### config.mk
export PLATFORM = sky130hd
export DESIGN_NAME = bus_decoder_flat
export DESIGN_NICKNAME = d
export VERILOG_FILES = /design/src/rtl/bus_pkg.sv /design/src/rtl/bus_decoder_if.sv /design/src/rtl/bus_decode_timer.sv /design/src/rtl/bus_decoder.sv /design/src/flat_wrapper.sv
export SDC_FILE = /design/constraint.sdc
export NUM_CORES = 1
export LEC_CHECK = 0
export BUFFER_PORTS_ARGS = -buffer_cell sky130_fd_sc_hd__buf_2
export CORE_AREA = 2 2 117 119
export CTS_CLUSTER_DIAMETER = 80
export DETAILED_ROUTE_END_ITERATION = 12
export DIE_AREA = 0 0 119 121
export PLACE_DENSITY = 0.72
export SLEW_MARGIN = 20
export SYNTH_ARGS = -nofsm -noshare
export SYNTH_HDL_FRONTEND = slang
export SYNTH_SLANG_ARGS = --single-unit
### constraint.sdc
create_clock -name i_clk -period 7.4 [get_ports i_clk]
set_input_delay 1.48 -clock i_clk [delete_from_list [all_inputs] [get_ports i_clk]]
set_output_delay 1.48 -clock i_clk [all_outputs]
set_load 0.03 [all_outputs]
### src/rtl/bus_pkg.sv
// Shared types and helpers for the bus decoder.
// Window compare widens the sum so a top-of-map window never wraps.
package bus_pkg;

  typedef enum logic [1:0] {
    IDLE,
    ACCESS,
    RESP
  } state_t;

  localparam logic RESP_OK  = 1'b0;
  localparam logic RESP_ERR = 1'b1;

  localparam int AW_MAX = 64;

  function automatic logic win_hit(
    input logic [AW_MAX-1:0] addr,
    input logic [AW_MAX-1:0] base,
    input logic [AW_MAX-1:0] span
  );
    logic [AW_MAX:0] lim;
    lim = {1'b0, base} + {1'b0, span};
    return (addr >= base) &&
           ({1'b0, addr} < lim);
  endfunction

endpackage

### src/rtl/bus_decoder_if.sv
// Master-side request/response and slave-side select bundle.
// slave is the decoder view, master the driving side.
interface bus_decoder_if #(
  parameter int ADDR_WIDTH = 32,
  parameter int DATA_WIDTH = 32,
  parameter int NUM_SLAVES = 4
);

  logic [ADDR_WIDTH-1:0] i_address;
  logic                  i_data_valid;
  logic                  i_wr;
  logic [DATA_WIDTH-1:0] i_data;
  logic                  o_ready;
  logic                  o_resp_valid;
  logic                  o_resp_err;
  logic [DATA_WIDTH-1:0] o_data;
  logic [NUM_SLAVES-1:0] o_slave_cs;
  logic [ADDR_WIDTH-1:0] o_slave_address;
  logic                  o_slave_wr;
  logic [DATA_WIDTH-1:0] o_slave_data;
  logic [NUM_SLAVES-1:0] i_slave_ack;
  logic [NUM_SLAVES*DATA_WIDTH-1:0] i_slave_data;

  modport slave (
    input  i_address, i_data_valid, i_wr,
    input  i_data, i_slave_ack, i_slave_data,
    output o_ready, o_resp_valid, o_resp_err,
    output o_data, o_slave_cs, o_slave_address,
    output o_slave_wr, o_slave_data
  );

  modport master (
    output i_address, i_data_valid, i_wr,
    output i_data, i_slave_ack, i_slave_data,
    input  o_ready, o_resp_valid, o_resp_err,
    input  o_data, o_slave_cs, o_slave_address,
    input  o_slave_wr, o_slave_data
  );

endinterface

### src/rtl/bus_decode_timer.sv
// Counts cycles spent waiting for a slave ack.
// Expired is high on the TIMEOUT-th enabled cycle.
module bus_decode_timer #(
  parameter int TIMEOUT = 16
) (
  input  logic i_clk,
  input  logic i_rst,
  input  logic i_clr,
  input  logic i_en,
  output logic o_expired
);

  localparam int TW = $clog2(TIMEOUT + 1);

  logic [TW-1:0] cnt_q, cnt_d;

  assign o_expired = i_en &&
    (cnt_q == TW'(TIMEOUT - 1));

  always_comb begin
    cnt_d = cnt_q;
    if (i_clr)
      cnt_d = '0;
    else if (i_en && !o_expired)
      cnt_d = cnt_q + 1'b1;
  end

  always_ff @(posedge i_clk or posedge i_rst) begin
    if (i_rst) cnt_q <= '0;
    else       cnt_q <= cnt_d;
  end

endmodule

### src/rtl/bus_decoder.sv
// Single-master bus decoder: latch, decode, select, await ack.
// All outputs come straight from flops.
module bus_decoder
  import bus_pkg::*;
#(
  parameter int ADDR_WIDTH = 32,
  parameter int DATA_WIDTH = 32,
  parameter int NUM_SLAVES = 4,
  parameter logic [NUM_SLAVES*ADDR_WIDTH-1:0]
    BASE_ADDRS = {NUM_SLAVES{ADDR_WIDTH'(0)}},
  parameter logic [NUM_SLAVES*ADDR_WIDTH-1:0]
    ADDR_SPANS = {NUM_SLAVES{ADDR_WIDTH'(8)}},
  parameter logic ALIGNED = 1'b1,
  parameter int TIMEOUT = 16
) (
  input  logic i_clk,
  input  logic i_rst,
  bus_decoder_if.slave bus
);

  localparam int SW =
    (NUM_SLAVES > 1) ? $clog2(NUM_SLAVES) : 1;

  state_t                state_q, state_d;
  logic [NUM_SLAVES-1:0] cs_q, cs_d;
  logic [SW-1:0]         sel_q, sel_d;
  logic [ADDR_WIDTH-1:0] addr_q, addr_d;
  logic                  wr_q, wr_d;
  logic [DATA_WIDTH-1:0] wdat_q, wdat_d;
  logic [DATA_WIDTH-1:0] data_q, data_d;
  logic                  err_q, err_d;
  logic                  rv_q, rv_d;
  logic                  ready_q, ready_d;

  logic [NUM_SLAVES-1:0] hit;
  logic [SW-1:0]         hit_sel;
  logic                  addr_ok;
  logic                  expired;
  logic [DATA_WIDTH-1:0] rd_slice;

  bus_decode_timer #(
    .TIMEOUT (TIMEOUT)
  ) u_timer (
    .i_clk     (i_clk),
    .i_rst     (i_rst),
    .i_clr     (state_q != ACCESS),
    .i_en      (state_q == ACCESS),
    .o_expired (expired)
  );

  assign rd_slice = bus.i_slave_data[
    int'(sel_q)*DATA_WIDTH +: DATA_WIDTH];

  // Lowest index wins when windows overlap.
  always_comb begin
    addr_ok = !ALIGNED ||
      (bus.i_address[1:0] == 2'b00);
    hit     = '0;
    hit_sel = '0;
    for (int i = 0; i < NUM_SLAVES; i++)
      hit[i] = addr_ok && win_hit(
        AW_MAX'(bus.i_address),
        AW_MAX'(BASE_ADDRS[i*ADDR_WIDTH +: ADDR_WIDTH]),
        AW_MAX'(ADDR_SPANS[i*ADDR_WIDTH +: ADDR_WIDTH]));
    for (int i = NUM_SLAVES - 1; i >= 0; i--)
      if (hit[i]) hit_sel = SW'(i);
  end

  always_comb begin
    state_d = state_q;
    cs_d    = cs_q;
    sel_d   = sel_q;
    addr_d  = addr_q;
    wr_d    = wr_q;
    wdat_d  = wdat_q;
    data_d  = data_q;
    err_d   = err_q;
    unique case (state_q)
      IDLE: begin
        if (bus.i_data_valid) begin
          addr_d = bus.i_address;
          wr_d   = bus.i_wr;
          wdat_d = bus.i_data;
          data_d = '0;
          if (|hit) begin
            sel_d   = hit_sel;
            cs_d    = NUM_SLAVES'(1) << hit_sel;
            err_d   = RESP_OK;
            state_d = ACCESS;
          end else begin
            err_d   = RESP_ERR;
            state_d = RESP;
          end
        end
      end
      ACCESS: begin
        if (bus.i_slave_ack[sel_q]) begin
          cs_d    = '0;
          data_d  = wr_q ? '0 : rd_slice;
          err_d   = RESP_OK;
          state_d = RESP;
        end else if (expired) begin
          cs_d    = '0;
          data_d  = '0;
          err_d   = RESP_ERR;
          state_d = RESP;
        end
      end
      RESP:    state_d = IDLE;
      default: state_d = IDLE;
    endcase
    ready_d = (state_d == IDLE);
    rv_d    = (state_d == RESP);
  end

  always_ff @(posedge i_clk or posedge i_rst) begin
    if (i_rst) begin
      state_q <= IDLE;
      cs_q    <= '0;
      sel_q   <= '0;
      addr_q  <= '0;
      wr_q    <= 1'b0;
      wdat_q  <= '0;
      data_q  <= '0;
      err_q   <= 1'b0;
      rv_q    <= 1'b0;
      ready_q <= 1'b1;
    end else begin
      state_q <= state_d;
      cs_q    <= cs_d;
      sel_q   <= sel_d;
      addr_q  <= addr_d;
      wr_q    <= wr_d;
      wdat_q  <= wdat_d;
      data_q  <= data_d;
      err_q   <= err_d;
      rv_q    <= rv_d;
      ready_q <= ready_d;
    end
  end

  assign bus.o_ready         = ready_q;
  assign bus.o_resp_valid    = rv_q;
  assign bus.o_resp_err      = err_q;
  assign bus.o_data          = data_q;
  assign bus.o_slave_cs      = cs_q;
  assign bus.o_slave_address = addr_q;
  assign bus.o_slave_wr      = wr_q;
  assign bus.o_slave_data    = wdat_q;

endmodule

### src/flat_wrapper.sv
// flat-port wrapper written by rule: the top's interface ports become plain ports
module bus_decoder_flat import bus_pkg::*;
#(
  parameter int ADDR_WIDTH = 32,
  parameter int DATA_WIDTH = 32,
  parameter int NUM_SLAVES = 4,
  parameter logic [NUM_SLAVES*ADDR_WIDTH-1:0]
    BASE_ADDRS = {NUM_SLAVES{ADDR_WIDTH'(0)}},
  parameter logic [NUM_SLAVES*ADDR_WIDTH-1:0]
    ADDR_SPANS = {NUM_SLAVES{ADDR_WIDTH'(8)}},
  parameter logic ALIGNED = 1'b1,
  parameter int TIMEOUT = 16
)
  (i_clk, i_rst, bus_i_address, bus_i_data_valid, bus_i_wr, bus_i_data, bus_i_slave_ack, bus_i_slave_data, bus_o_ready, bus_o_resp_valid, bus_o_resp_err, bus_o_data, bus_o_slave_cs, bus_o_slave_address, bus_o_slave_wr, bus_o_slave_data);
  bus_decoder_if #(.ADDR_WIDTH(ADDR_WIDTH), .DATA_WIDTH(DATA_WIDTH), .NUM_SLAVES(NUM_SLAVES)) bus_i ();
  input  logic i_clk;
  input  logic i_rst;
  input wire logic [$bits(bus_i.i_address)-1:0] bus_i_address;
  input wire logic [$bits(bus_i.i_data_valid)-1:0] bus_i_data_valid;
  input wire logic [$bits(bus_i.i_wr)-1:0] bus_i_wr;
  input wire logic [$bits(bus_i.i_data)-1:0] bus_i_data;
  input wire logic [$bits(bus_i.i_slave_ack)-1:0] bus_i_slave_ack;
  input wire logic [$bits(bus_i.i_slave_data)-1:0] bus_i_slave_data;
  output wire logic [$bits(bus_i.o_ready)-1:0] bus_o_ready;
  output wire logic [$bits(bus_i.o_resp_valid)-1:0] bus_o_resp_valid;
  output wire logic [$bits(bus_i.o_resp_err)-1:0] bus_o_resp_err;
  output wire logic [$bits(bus_i.o_data)-1:0] bus_o_data;
  output wire logic [$bits(bus_i.o_slave_cs)-1:0] bus_o_slave_cs;
  output wire logic [$bits(bus_i.o_slave_address)-1:0] bus_o_slave_address;
  output wire logic [$bits(bus_i.o_slave_wr)-1:0] bus_o_slave_wr;
  output wire logic [$bits(bus_i.o_slave_data)-1:0] bus_o_slave_data;
  assign bus_i.i_address = bus_i_address;
  assign bus_i.i_data_valid = bus_i_data_valid;
  assign bus_i.i_wr = bus_i_wr;
  assign bus_i.i_data = bus_i_data;
  assign bus_i.i_slave_ack = bus_i_slave_ack;
  assign bus_i.i_slave_data = bus_i_slave_data;
  assign bus_o_ready = bus_i.o_ready;
  assign bus_o_resp_valid = bus_i.o_resp_valid;
  assign bus_o_resp_err = bus_i.o_resp_err;
  assign bus_o_data = bus_i.o_data;
  assign bus_o_slave_cs = bus_i.o_slave_cs;
  assign bus_o_slave_address = bus_i.o_slave_address;
  assign bus_o_slave_wr = bus_i.o_slave_wr;
  assign bus_o_slave_data = bus_i.o_slave_data;
  bus_decoder #(.ADDR_WIDTH(ADDR_WIDTH), .DATA_WIDTH(DATA_WIDTH), .NUM_SLAVES(NUM_SLAVES), .BASE_ADDRS(BASE_ADDRS), .ADDR_SPANS(ADDR_SPANS), .ALIGNED(ALIGNED), .TIMEOUT(TIMEOUT)) u_core (.i_clk(i_clk), .i_rst(i_rst), .bus(bus_i));
endmodule
-- Yosys cells after proc, flatten, opt, wreduce, memory -nomap -nowiden
Index checks and enable logic that the tools add are counted.
- eq/ne operators: 7
- order comparisons: 1
- muxes and demuxes: 22
- reductions and logical operators: 12
- add/subtract/negate cells: 1
- operators with widths (kind ; count):
    $mux 32 ; 4
    $pmux 32 s2 ; 1
    $lt 32x4->1 const B ; 1
    $mux 4 ; 4
    $mux 5 ; 2
    $mux 2 ; 4
    $pmux 4 s2 ; 1
    $logic_not 2->1 ; 3
    $add 5x1->5 const B ; 1
    $eq 5x4->1 const B ; 1
    $mux 1 ; 4
    $ne 2x1->1 const B ; 2
    $pmux 2 s2 ; 1
    $reduce_and 4->1 ; 1
    $reduce_bool 2->1 ; 2
    $logic_and 1x1->1 ; 3
    $ne 3x1->1 const B ; 1
    $reduce_and 3->1 ; 1
    $eq 2x1->1 const B ; 1
    $eq 2x2->1 const B ; 1
    $ne 2x2->1 const B ; 1
    $pmux 1 s2 ; 1
    $reduce_and 2->1 ; 1
    $logic_not 1->1 ; 1
- input port bits: 200
- flip-flop bits (word level): 111
- output and inout port bits: 104
- word-level logic and storage cells: 53

-- Depth between registers and ports, before layout
- depth after elaboration: 6
- mapped depth: 10
- depth with buffers taken out: 7

-- Hierarchy
Synthesis repeated with hierarchy kept, for this count alone.
- cells, all modules: 274
- area, all modules: 4315.4 µm²
- by module, submodules not included (module ; area each (µm²) ; times used ; sequential area each (µm²) ; cells each):
    bus_decoder ; 4036.4 ; 1 ; 2578.7 ; 249
    bus_decode_timer ; 279.0 ; 1 ; 125.1 ; 25

-- Least setup slack after synthesis
OpenSTA, ideal clock, no wires.
- kind: input -> register
- start: input bus_i_data_valid
- end: register u_core.addr_q[10] (netlist: u_core.bus.o_slave_address[10])
- slack: 4.769 ns
- required time: 7.275 ns
- data arrival time: 2.506 ns
- setup time: 0.125 ns
- stages on the path: 6
- buffers on the path: 3
- cells stage by stage: nor2_1 or3_1 buf_2 buf_6 buf_6 mux2_4
- cells in the longest elaborated chain, start to end: 1
- RTL lines (element ; RTL line ; text):
    from (decl) ; flat_wrapper.sv:19 ; input wire logic [$bits(bus_i.i_data_valid)-1:0] bus_i_data_valid;
    $reduce_and 2->1 (no line) ; n/a ;
    to (signal assigned) ; bus_decoder.sv:132 ; addr_q <= addr_d;
    to (decl) ; bus_decoder.sv:27 ; logic [ADDR_WIDTH-1:0] addr_q, addr_d;
Every way passes these cells.
A chain may end at the register's enable or synchronous reset.

-- Worst setup path in the final report
- start: input bus_i_slave_ack[0]
- end: register u_core.cs_q[0] (netlist: u_core.bus.o_slave_cs[0])
- cells in the longest elaborated chain, start to end: 2
- elaborated cells on any way between the ends: 4
- classes of those cells: eq/ne (1); mux (2); reduce/logical (1)
- RTL lines (element ; RTL line ; text):
    from (decl) ; flat_wrapper.sv:22 ; input wire logic [$bits(bus_i.i_slave_ack)-1:0] bus_i_slave_ack;
    $ne 3x1->1 (no line) or $mux 4 (tied branches) ; n/a ;
    $reduce_and 4->1 (no line) or $pmux 4 s2 (tied branches) ; n/a ;
    to (signal assigned) ; bus_decoder.sv:130 ; cs_q <= cs_d;
    to (decl) ; bus_decoder.sv:25 ; logic [NUM_SLAVES-1:0] cs_q, cs_d;
Several ways; a longest one is shown, not always the timed one.

==> results.yml <==
global_routing:
  overflow: 0
  grtUsageMet1_pct: 17.5
  grt_first_pass_wirelength_um: 15700
  grt_pass1_vias: 3058
  antenna_found_initial: 0
  grt_max_degree: 69
  grt_use_met2_pct: 21.7
  busiest_layer: "met2"
  gr-usage-met3_pct: 6.06
  grt_usage_pct: 13.9
critical_path:
  worst_path_most_repeated_cell: "nor2_1"
  cp_max_fo: 35
  crit_family: "compound AO/OA/AOI/OAI gates"
  cp.required_ns: 7.63
  crit_cells: 5
  rr_worst_depth: 7
  worstSetupPathType: "in -> reg"
  crit_buf_inv: 1
  cp_slowest_cell: "a211o_1"
  arrival_ns: 2.99
  start_kind: "input pin"
  crit_chain: "buf_2 -> nor2_1 -> a211o_1 -> nor2_1 -> a22o_1"
  crit_path_end_kind: "flop"
  critPathLaunch: "bus_i_slave_ack[0]"
  r2r-start: "u_core.u_timer.cnt_q[0]$_DFFE_PP0P_"
  crit_path_max_incr_delay_ns: 0.83
timing:
  slew_headroom_pct: 31.1
  fin_ws_ns: 4.64
  holdWs_ns: 0.495
  fin_setup_tns_ns: 0
  period_share_pct: 37.3
  setup_violations: 0
  finalClockSkew_ns: 0.00546
  rsz0062_at_grt: "no"
  worst_pin_slew_ns: 1.03
  drv_slew: 0
  final.min_clock_period_ns: 2.76
  hold_viol_final: 0
  fmax_mhz: 363
clocking:
  htreeDepth: 3
  cts_tree: "done"
  clkTransAtPathRegs_ns: 0.07
  clockRootBuffer: "clkbuf_16"
  postCtsHoldBufs: 0
  cts.sinks: 108
  cts_setup_buffers: 0
  cts_max_path_buffers: 2
  clk_latency_ns: 0.34
  cts_buffers: 9
  ctsResizeCount: 0
drt:
  via_per_inst: 4.58
  ant_nets: 0
  route.detailed.drc: 0
  wl_um: 9930
  firstDrtPassIters: 4
  drt_iter0_drc: 134
  vias: 2972
  wire_per_inst_um: 15.3
synth:
  avgSynthCellArea_sq_um: 15.5
  synth-edff-count: 0
  async_reset_ff_share_pct: 100
  synth-seq-cells: 108
  ys_warn_count: 0
  netlist_instances: 271
  synth_area_leader_cell: "dfrtp_1"
  synth_flop_cell: "dfrtp_1"
  syn-cell-area_sq_um: 4190
  synth_common_cells: "107 x dfrtp_1, 48 x mux2_2, 34 x a22o_1, 17 x mux2_4, 11 x nor2_1"
  synth_most_common_cell: "dfrtp_1"
  synth_top_area_share_pct: 63.9
  yosysUniqueCellTypes: 30
  ys_top_cells_by_area: "dfrtp_1 64%, mux2_2 13%, a22o_1 7.1%"
  ys_seq_area_share_pct: 64.5
final_layout:
  final_cells: 649
  diodes: 0
  drive_gt1_share_pct: 60.9
  fill_cells: 1221
  final_nets: 670
  area_growth_pct: 34.7
placed_design:
  pre_cts_slack_ns: 4.25
  gp_congestion: 0.706
  placedCellCount: 632
  port_buffers: 201
  dp_hpwl_um: 7250
floorplanning:
  die_area_sq_um: 14400
  rows: 42
  start_util_pct: 32.0
  die_h_um: 121
  die_w_um: 119
  core_sq_um: 13100
  io_pins: 304
min_path:
  min_from: "u_core.bus.o_data[19]$_DFFE_PP0P_"
  holdPathStages: 1
  hold_path.class: "reg -> reg"
run_status:
  run_status: "finished, final reports clean"
run:
  maxCapViolations: 0
power:
  leakage_nw: 2.92
  vdd_drop_max_mv: 0.128
  p_per_area_nw_per_um2: 258
final timing paths:
check / end / slack, ns
setup reg to reg: u_core.bus.o_slave_cs[0]$_DFFE_PP0P_ / 4.77
max in group asynchronous: u_core.bus.o_slave_address[23]$_DFFE_PP0P_ / 4.96
hold reg to reg: u_core.bus.o_data[19]$_DFFE_PP0P_ / 0.49
min in group asynchronous: u_core.bus.o_slave_data[4]$_DFFE_PP0P_ / 1.20
setup / recovery: u_core.bus.o_slave_cs[0]$_DFFE_PP0P_ / 4.64
hold / removal: u_core.bus.o_data[19]$_DFFE_PP0P_ / 0.49
state kept, by name (all words and copies together), names as in the netlist:
name,flops
u_core.bus.o_data,32
u_core.bus.o_ready,1
u_core.bus.o_resp_err,1
u_core.bus.o_resp_valid,1
u_core.bus.o_slave_address,32
u_core.bus.o_slave_cs,1
u_core.bus.o_slave_data,32
u_core.bus.o_slave_wr,1
u_core.state_q,2
u_core.u_timer.cnt_q,5
through the flow:
step                      instance area [sq um]  utilization [%]  power, mW
after floorplan                            4200                -      0.883
after global placement                     5330             40.7      0.985
after detailed placement                   5330             40.7      0.991
after CTS                                  5630             43.0       1.48
after global routing                       5640             43.1       1.53
final                                      5640             43.1       1.46
cell families after synthesis:
group	share of synthesized area [%]
flops	64.5
mux	19.2
compound gates	7.97
simple gates	3.97
buf+inv	2.99
xor+xnor	0.627
fa+ha+maj	0.597
other cells	0.0895
area by class of cell:
class	instances	area [sq um]	area share (%)
sequential	108	2700	47.9
multi-input combinational	144	1380	24.5
timing repair buffer	203	1030	18.2
clock buffer	10	239	4.23
tap	176	220	3.90
clock inverter	6	62.6	1.11
inverter	2	10.0	0.177
worst reg2reg max path, delay by kind of cell, from the launching register on:
kind / cells / cell delay, ns
compound gates: 2 / 1.08
flops: 1 / 0.41
fa+ha+maj: 2 / 0.50
simple gates: 3 / 0.53
layer usage:
metal  wire length, um  up-vias  part of all wire [%]
met5                 0        -                     0
met4                95        0                  0.96
met3              1030        7                    10
met2              4450      147                    45
met1              4350     1445                    44
li1                  -     1373                     -
cells in the final DEF (no fill, tap or decap), drive strengths merged:
| master | synthesis | layout |
|---|---|---|
| nor2b | 2 | 2 |
| a22o | 34 | 34 |
| o21ai | 3 | 3 |
| inv | 2 | 3 |
| dfstp | 1 | 1 |
| dfrtp | 107 | 107 |
| bufinv | 0 | 1 |
| a211o | 1 | 1 |
| clkinv | 0 | 4 |
| nor3 | 1 | 1 |
| clkbuf | 3 | 10 |
| and3 | 1 | 1 |
| xor2 | 2 | 2 |
| or3 | 2 | 2 |
| xnor2 | 1 | 1 |
| nand2 | 1 | 1 |
| nand4 | 2 | 2 |
| ha | 2 | 2 |
| buf | 16 | 203 |
| nor2 | 11 | 11 |
| conb | 1 | 3 |
| nand4b | 1 | 1 |
| o211ai | 1 | 1 |
| or2b | 1 | 1 |
| mux2 | 65 | 65 |
| a21oi | 1 | 1 |
| mux2i | 1 | 1 |
| nor3b | 1 | 1 |
| nor4 | 7 | 7 |
where the power goes:
group	internal, mW	switching (mW)	leakage, nW	total [mW]
clock network	0.272	0.208	0.153	0.480
registers	0.645	0.0303	1.35	0.675
logic	0.112	0.189	1.42	0.302
Power figures use the tool's default switching activity.
